==> src/rtl/call_stack_if.sv <==
// Pipeline-side bundle for the hardware return-address stack.
// master drives the call-stack controls; slave is the stack itself.
interface call_stack_if #(
  parameter int DEPTH = 16,
  parameter int AW    = 14
);
  localparam int SPW = $clog2(DEPTH) + 1;

  logic           call_stack_enable;
  logic           mem_wen;
  logic           call_stk_addr_sel;
  logic [AW-1:0]  call_addr;
  logic [AW-1:0]  link_addr;
  logic           stall;
  logic           flush;
  logic [AW-1:0]  ret_addr;
  logic           ret_valid;
  logic [SPW-1:0] sp;
  logic           overflow;
  logic           underflow;

  modport master (
    output call_stack_enable, mem_wen, call_stk_addr_sel, call_addr, link_addr,
           stall, flush,
    input  ret_addr, ret_valid, sp, overflow, underflow
  );

  modport slave (
    input  call_stack_enable, mem_wen, call_stk_addr_sel, call_addr, link_addr,
           stall, flush,
    output ret_addr, ret_valid, sp, overflow, underflow
  );
endinterface

==> src/rtl/call_stack_unit.sv <==
// Memory-stage return-address stack with registered pop output and sticky flags.
// Build option CALL_STACK_WRAP_EN: circular stack, a push while full overwrites the oldest entry.
module call_stack_unit #(
  parameter int DEPTH = 16,
  parameter int AW    = 14
) (
  input  logic         clock,
  input  logic         nreset,
  call_stack_if.slave  bus
);
  localparam int PW  = $clog2(DEPTH);
  localparam int SPW = PW + 1;

  logic [AW-1:0]  mem_q [DEPTH];
  logic [AW-1:0]  mem_d [DEPTH];
  logic [PW-1:0]  wr_ptr_q, wr_ptr_d;
  logic [SPW-1:0] sp_q, sp_d;
  logic [AW-1:0]  ret_addr_q, ret_addr_d;
  logic           ret_valid_q, ret_valid_d;
  logic           overflow_q, overflow_d;
  logic           underflow_q, underflow_d;

  logic           push, pop, full, empty;
  logic [AW-1:0]  push_src;
  logic [PW-1:0]  rd_ptr;

  assign push     = bus.call_stack_enable &  bus.mem_wen & ~bus.stall;
  assign pop      = bus.call_stack_enable & ~bus.mem_wen & ~bus.stall;
  assign full     = (sp_q == SPW'(DEPTH));
  assign empty    = (sp_q == '0);
  assign push_src = bus.call_stk_addr_sel ? bus.link_addr : bus.call_addr;
  // wr_ptr tracks the next free slot modulo DEPTH, so the top entry sits one below it.
  assign rd_ptr   = wr_ptr_q - 1'b1;

  always_comb begin
    mem_d       = mem_q;
    wr_ptr_d    = wr_ptr_q;
    sp_d        = sp_q;
    ret_addr_d  = ret_addr_q;
    ret_valid_d = 1'b0;
    overflow_d  = overflow_q;
    underflow_d = underflow_q;

    if (bus.flush) begin
      wr_ptr_d    = '0;
      sp_d        = '0;
      overflow_d  = 1'b0;
      underflow_d = 1'b0;
    end else if (push) begin
      if (!full) begin
        mem_d[wr_ptr_q] = push_src;
        wr_ptr_d        = wr_ptr_q + 1'b1;
        sp_d            = sp_q + 1'b1;
      end else begin
`ifdef CALL_STACK_WRAP_EN
        mem_d[wr_ptr_q] = push_src;
        wr_ptr_d        = wr_ptr_q + 1'b1;
`else
        overflow_d      = 1'b1;
`endif
      end
    end else if (pop) begin
      ret_valid_d = 1'b1;
      if (!empty) begin
        ret_addr_d = mem_q[rd_ptr];
        wr_ptr_d   = rd_ptr;
        sp_d       = sp_q - 1'b1;
      end else begin
        ret_addr_d  = '0;
        underflow_d = 1'b1;
      end
    end
  end

  always_ff @(posedge clock) begin
    mem_q <= mem_d;
  end

  always_ff @(posedge clock) begin
    if (!nreset) begin
      wr_ptr_q    <= '0;
      sp_q        <= '0;
      ret_addr_q  <= '0;
      ret_valid_q <= 1'b0;
      overflow_q  <= 1'b0;
      underflow_q <= 1'b0;
    end else begin
      wr_ptr_q    <= wr_ptr_d;
      sp_q        <= sp_d;
      ret_addr_q  <= ret_addr_d;
      ret_valid_q <= ret_valid_d;
      overflow_q  <= overflow_d;
      underflow_q <= underflow_d;
    end
  end

  assign bus.ret_addr  = ret_addr_q;
  assign bus.ret_valid = ret_valid_q;
  assign bus.sp        = sp_q;
  assign bus.overflow  = overflow_q;
  assign bus.underflow = underflow_q;
endmodule

==> src/flat_wrapper.sv <==
// flat-port wrapper written by rule: the top's interface ports become plain ports
module call_stack_unit_flat 
#(
  parameter int DEPTH = 16,
  parameter int AW    = 14
)
  (clock, nreset, bus_call_stack_enable, bus_mem_wen, bus_call_stk_addr_sel, bus_call_addr, bus_link_addr, bus_stall, bus_flush, bus_ret_addr, bus_ret_valid, bus_sp, bus_overflow, bus_underflow);
  call_stack_if #(.DEPTH(DEPTH), .AW(AW)) bus_i ();
  input  logic clock;
  input  logic nreset;
  input wire logic [$bits(bus_i.call_stack_enable)-1:0] bus_call_stack_enable;
  input wire logic [$bits(bus_i.mem_wen)-1:0] bus_mem_wen;
  input wire logic [$bits(bus_i.call_stk_addr_sel)-1:0] bus_call_stk_addr_sel;
  input wire logic [$bits(bus_i.call_addr)-1:0] bus_call_addr;
  input wire logic [$bits(bus_i.link_addr)-1:0] bus_link_addr;
  input wire logic [$bits(bus_i.stall)-1:0] bus_stall;
  input wire logic [$bits(bus_i.flush)-1:0] bus_flush;
  output wire logic [$bits(bus_i.ret_addr)-1:0] bus_ret_addr;
  output wire logic [$bits(bus_i.ret_valid)-1:0] bus_ret_valid;
  output wire logic [$bits(bus_i.sp)-1:0] bus_sp;
  output wire logic [$bits(bus_i.overflow)-1:0] bus_overflow;
  output wire logic [$bits(bus_i.underflow)-1:0] bus_underflow;
  assign bus_i.call_stack_enable = bus_call_stack_enable;
  assign bus_i.mem_wen = bus_mem_wen;
  assign bus_i.call_stk_addr_sel = bus_call_stk_addr_sel;
  assign bus_i.call_addr = bus_call_addr;
  assign bus_i.link_addr = bus_link_addr;
  assign bus_i.stall = bus_stall;
  assign bus_i.flush = bus_flush;
  assign bus_ret_addr = bus_i.ret_addr;
  assign bus_ret_valid = bus_i.ret_valid;
  assign bus_sp = bus_i.sp;
  assign bus_overflow = bus_i.overflow;
  assign bus_underflow = bus_i.underflow;
  call_stack_unit #(.DEPTH(DEPTH), .AW(AW)) u_core (.clock(clock), .nreset(nreset), .bus(bus_i));
endmodule
==> config.mk <==
export PLATFORM = sky130hd
export DESIGN_NAME = call_stack_unit_flat
export DESIGN_NICKNAME = d
export VERILOG_FILES = /design/src/rtl/call_stack_if.sv /design/src/rtl/call_stack_unit.sv /design/src/flat_wrapper.sv
export SDC_FILE = /design/constraint.sdc
export NUM_CORES = 1
export LEC_CHECK = 0
export CORE_ASPECT_RATIO = 0.7
export CORE_MARGIN = 8
export CORE_UTILIZATION = 50
export CTS_CLUSTER_DIAMETER = 40
export CTS_CLUSTER_SIZE = 20
export DETAILED_ROUTE_END_ITERATION = 10
export DONT_BUFFER_PORTS = 1
export PLACE_DENSITY_LB_ADDON = 0.12
export SLEW_MARGIN = 20
export SYNTH_ARGS = -nofsm -noshare
export SYNTH_HDL_FRONTEND = slang
export SYNTH_SLANG_ARGS = --single-unit
==> constraint.sdc <==
create_clock -name clock -period 3.8 [get_ports clock]
set_clock_uncertainty 0.15 [all_clocks]
set_input_delay 0.76 -clock clock [delete_from_list [all_inputs] [get_ports clock]]
set_output_delay 0.76 -clock clock [all_outputs]
set_load 0.005 [all_outputs]
==> impl_metrics.env <==
export IMPL_status="complete, no violations"
export IMPL_final_nets=626
export IMPL_final_max_slew_violation_count=0
export IMPL_drtPass1Iterations=5
export IMPL_track_usage_pct=18.7
export IMPL_via_per_inst=5.94
export IMPL_p_seq_share_pct=50.7
export IMPL_yosysMostFrequentCell="edfxtp_1"
export IMPL_peakVddDrop_uv=343
export IMPL_gr_total_overflow=0
export IMPL_yosys_cell_types_count=41
export IMPL_clock_sinks=250
export IMPL_drive_above_1_share_pct=23.4
export IMPL_tightestPinTransition_ns=1.04
export IMPL_grt_max_degree=57
export IMPL_post_cts_buffers=0
export IMPL_fin_util_pct=57.2
export IMPL_core_area_um2=19700
export IMPL_instances_no_fill=872
export IMPL_yosys_warnings=0
export IMPL_finalCritPeriodShare_pct=78.1
export IMPL_cts_root_buffer="clkbuf_16"
export IMPL_async_flop_share_pct=0
export IMPL_slew_headroom_pct=30.2
export IMPL_cts_buffer_depth=3
export IMPL_syn_num_nets=605
export IMPL_syn_to_final_growth_pct=13.0
export IMPL_max_freq_mhz=337
export IMPL_power_switching_mw=1.37
export IMPL_grt_first_pass_wirelength_um=34000
export IMPL_wirelength_um=22800
export IMPL_synth_top_cell_by_area="edfxtp_1"
export IMPL_path_buf_inv=2
export IMPL_path_class="reg2reg"
export IMPL_portBuffers=0
export IMPL_internal_power_mw=4.60
export IMPL_netlist_area_um2=9960
export IMPL_cp_slowest_cell="ha_2"
export IMPL_gp_congestion=0.777
export IMPL_wire_per_inst_um=26.1
export IMPL_start_kind="flop"
export IMPL_min_path_type="in2reg"
export IMPL_synth_seq_area_share_pct=72.7
export IMPL_rows=43
export IMPL_fp_dieArea_um2=24800
export IMPL_synth_top_area_share_pct=67.5
export IMPL_yosys_most_used_dff="edfxtp_1"
export IMPL_path_clk_slew_ns=0.07
export IMPL_antenna_found_initial=0
export IMPL_comb_power_share_pct=5.4
export IMPL_h_tree_depth=1
export IMPL_post_cts_resized=0
export IMPL_holdWs_ns=0.155
export IMPL_grt_pass1_vias=5198
export IMPL_setup_viol_count_final=0
export IMPL_cp_top_family="adder cells"
export IMPL_dp_cells=824
export IMPL_synth_edf_count=224
export IMPL_initialDrtViolationCount=520
export IMPL_cp_cell_sequence="inv_1 > ha_2 > nor3b_2 > buf_4 > a32oi_1 > o21ai_1 > o31ai_1"
export IMPL_ant_nets=0
export IMPL_cap_violations=0
export IMPL_yosys_top_cells_area="edfxtp_1 (68%), mux4_2 (9.5%), dfxtp_1 (5.2%)"
export IMPL_slowest_delay_ns=0.77
export IMPL_swShare_pct=23.0
export IMPL_power_density_nw_per_um2=530
export IMPL_cp_max_fo=24
export IMPL_power_total_mw=5.97
export IMPL_clk_latency_ns=0.53
export IMPL_start_util_pct=50.6
export IMPL_ioPinCount=57
export IMPL_dieWidth_um=185
export IMPL_ctsHoldBuffers=0
export IMPL_synth_common_cells="edfxtp_1 (224), nand2_1 (53), mux4_2 (42)"
export IMPL_p_leak_nw=3.64
export IMPL_vias=5177
export IMPL_crit_arrival_ns=3.21
export IMPL_syn_inst=561
export IMPL_die_h_um=134
export IMPL_dp_hpwl_um=14300
export IMPL_yosys_register_bits=250
export IMPL_rsz0062_at_grt="false"
export IMPL_required_ns=4.04
export IMPL_final_hold_viol_count=0
export IMPL_syn_avg_cell_area_um2=17.8
export IMPL_endpoint_kind="flop"
export IMPL_route_detailed_drc=0
export IMPL_cts_tree="done"
export IMPL_setup_tns_ns=0
export IMPL_cts_made_buffers=26
export IMPL_power_clock_fraction_pct=43.8
export IMPL_period_needed_ns=2.97
export IMPL_antenna_cells=0
## state kept, by name, indices dropped and copies added (netlist names)
signal	count
u_core.bus.underflow	1
u_core.bus.ret_addr	14
u_core.bus.sp	5
u_core.bus.ret_valid	1
u_core.bus.overflow	1
u_core.mem_q	224
u_core.wr_ptr_q	4
## cell families after synthesis
kind of cell	Yosys count	synth area share, %
flip-flops	250	72.7
AND/OR/NAND/NOR	109	5.05
AO/OA/AOI/OAI	76	5.34
multiplexers	70	12.5
buffers and inverters	36	2.14
XOR/XNOR	11	1.04
adder cells (fa/ha/maj)	9	1.21
## through the flow
stage / cell area, µm² / setup WS [ns]
final: 11300 / 0.833
after global routing: 11300 / 0.656
after CTS: 11300 / 0.844
after detailed placement: 10400 / 0.831
after global placement: 10400 / 0.880
after floorplan: 9960 / 0.601
## power groups by stage
stage               registers, mW  logic, mW  clock network (mW)
global placement             3.09      0.322                   0
finish                       3.03      0.323                2.62
global route                 3.03      0.350                2.78
floorplan                    3.08      0.228                   0
detailed placement           3.09      0.329                   0
CTS                          3.03      0.330                2.67
## layer usage
metal  routed length, µm  up-vias  global-route usage (%)
li1                    -     2272                       -
met1               10300     2680                    28.6
met2               10000      200                    27.1
met3                2140       25                    4.35
met4                 286        0                    3.24
met5                   0        -                       0
## layout by cell type (no fill, tap or decap), types with 3 or more instances in the layout
master,synthesis,routed
o31ai_1,14,14
o21ai_0,7,7
clkinvlp_4,0,5
a32oi_1,14,14
edfxtp_1,224,224
inv_1,5,5
mux2i_1,14,14
inv_8,0,4
nor2_1,22,22
a211oi_1,16,16
mux4_2,42,42
mux2_2,14,14
nand3_1,3,3
ha_1,8,7
buf_4,4,23
nand2_1,53,53
o21ai_1,12,12
nor3_2,2,7
dfxtp_1,26,25
and2_1,13,13
a21oi_1,6,6
nand2b_1,4,4
xnor2_1,9,8
clkinv_8,0,4
clkbuf_16,0,26
## final cells by class
type	instances	area, µm²
Fill cell	1504	8430
Sequential cell	250	7250
Multi-Input combinational cell	275	2550
Clock buffer	27	664
Tap cell	270	338
Clock inverter	21	246
Timing Repair Buffer	24	193
Inverter	5	18.8
## final timing paths
kind / startpoint / end / slack (ns) / cells past startpoint
hold / removal: bus_mem_wen / u_core.bus.ret_valid / 0.15 / 1
setup / recovery: u_core.wr_ptr_q[1] / u_core.bus.ret_addr[10] / 0.83 / 7
hold reg to reg: u_core.bus.ret_addr[1] / u_core.bus.ret_addr[1] / 0.34 / 2
setup reg to reg: u_core.wr_ptr_q[1] / u_core.bus.ret_addr[10] / 0.83 / 7
No activity file was read; power rests on OpenSTA's default activity.
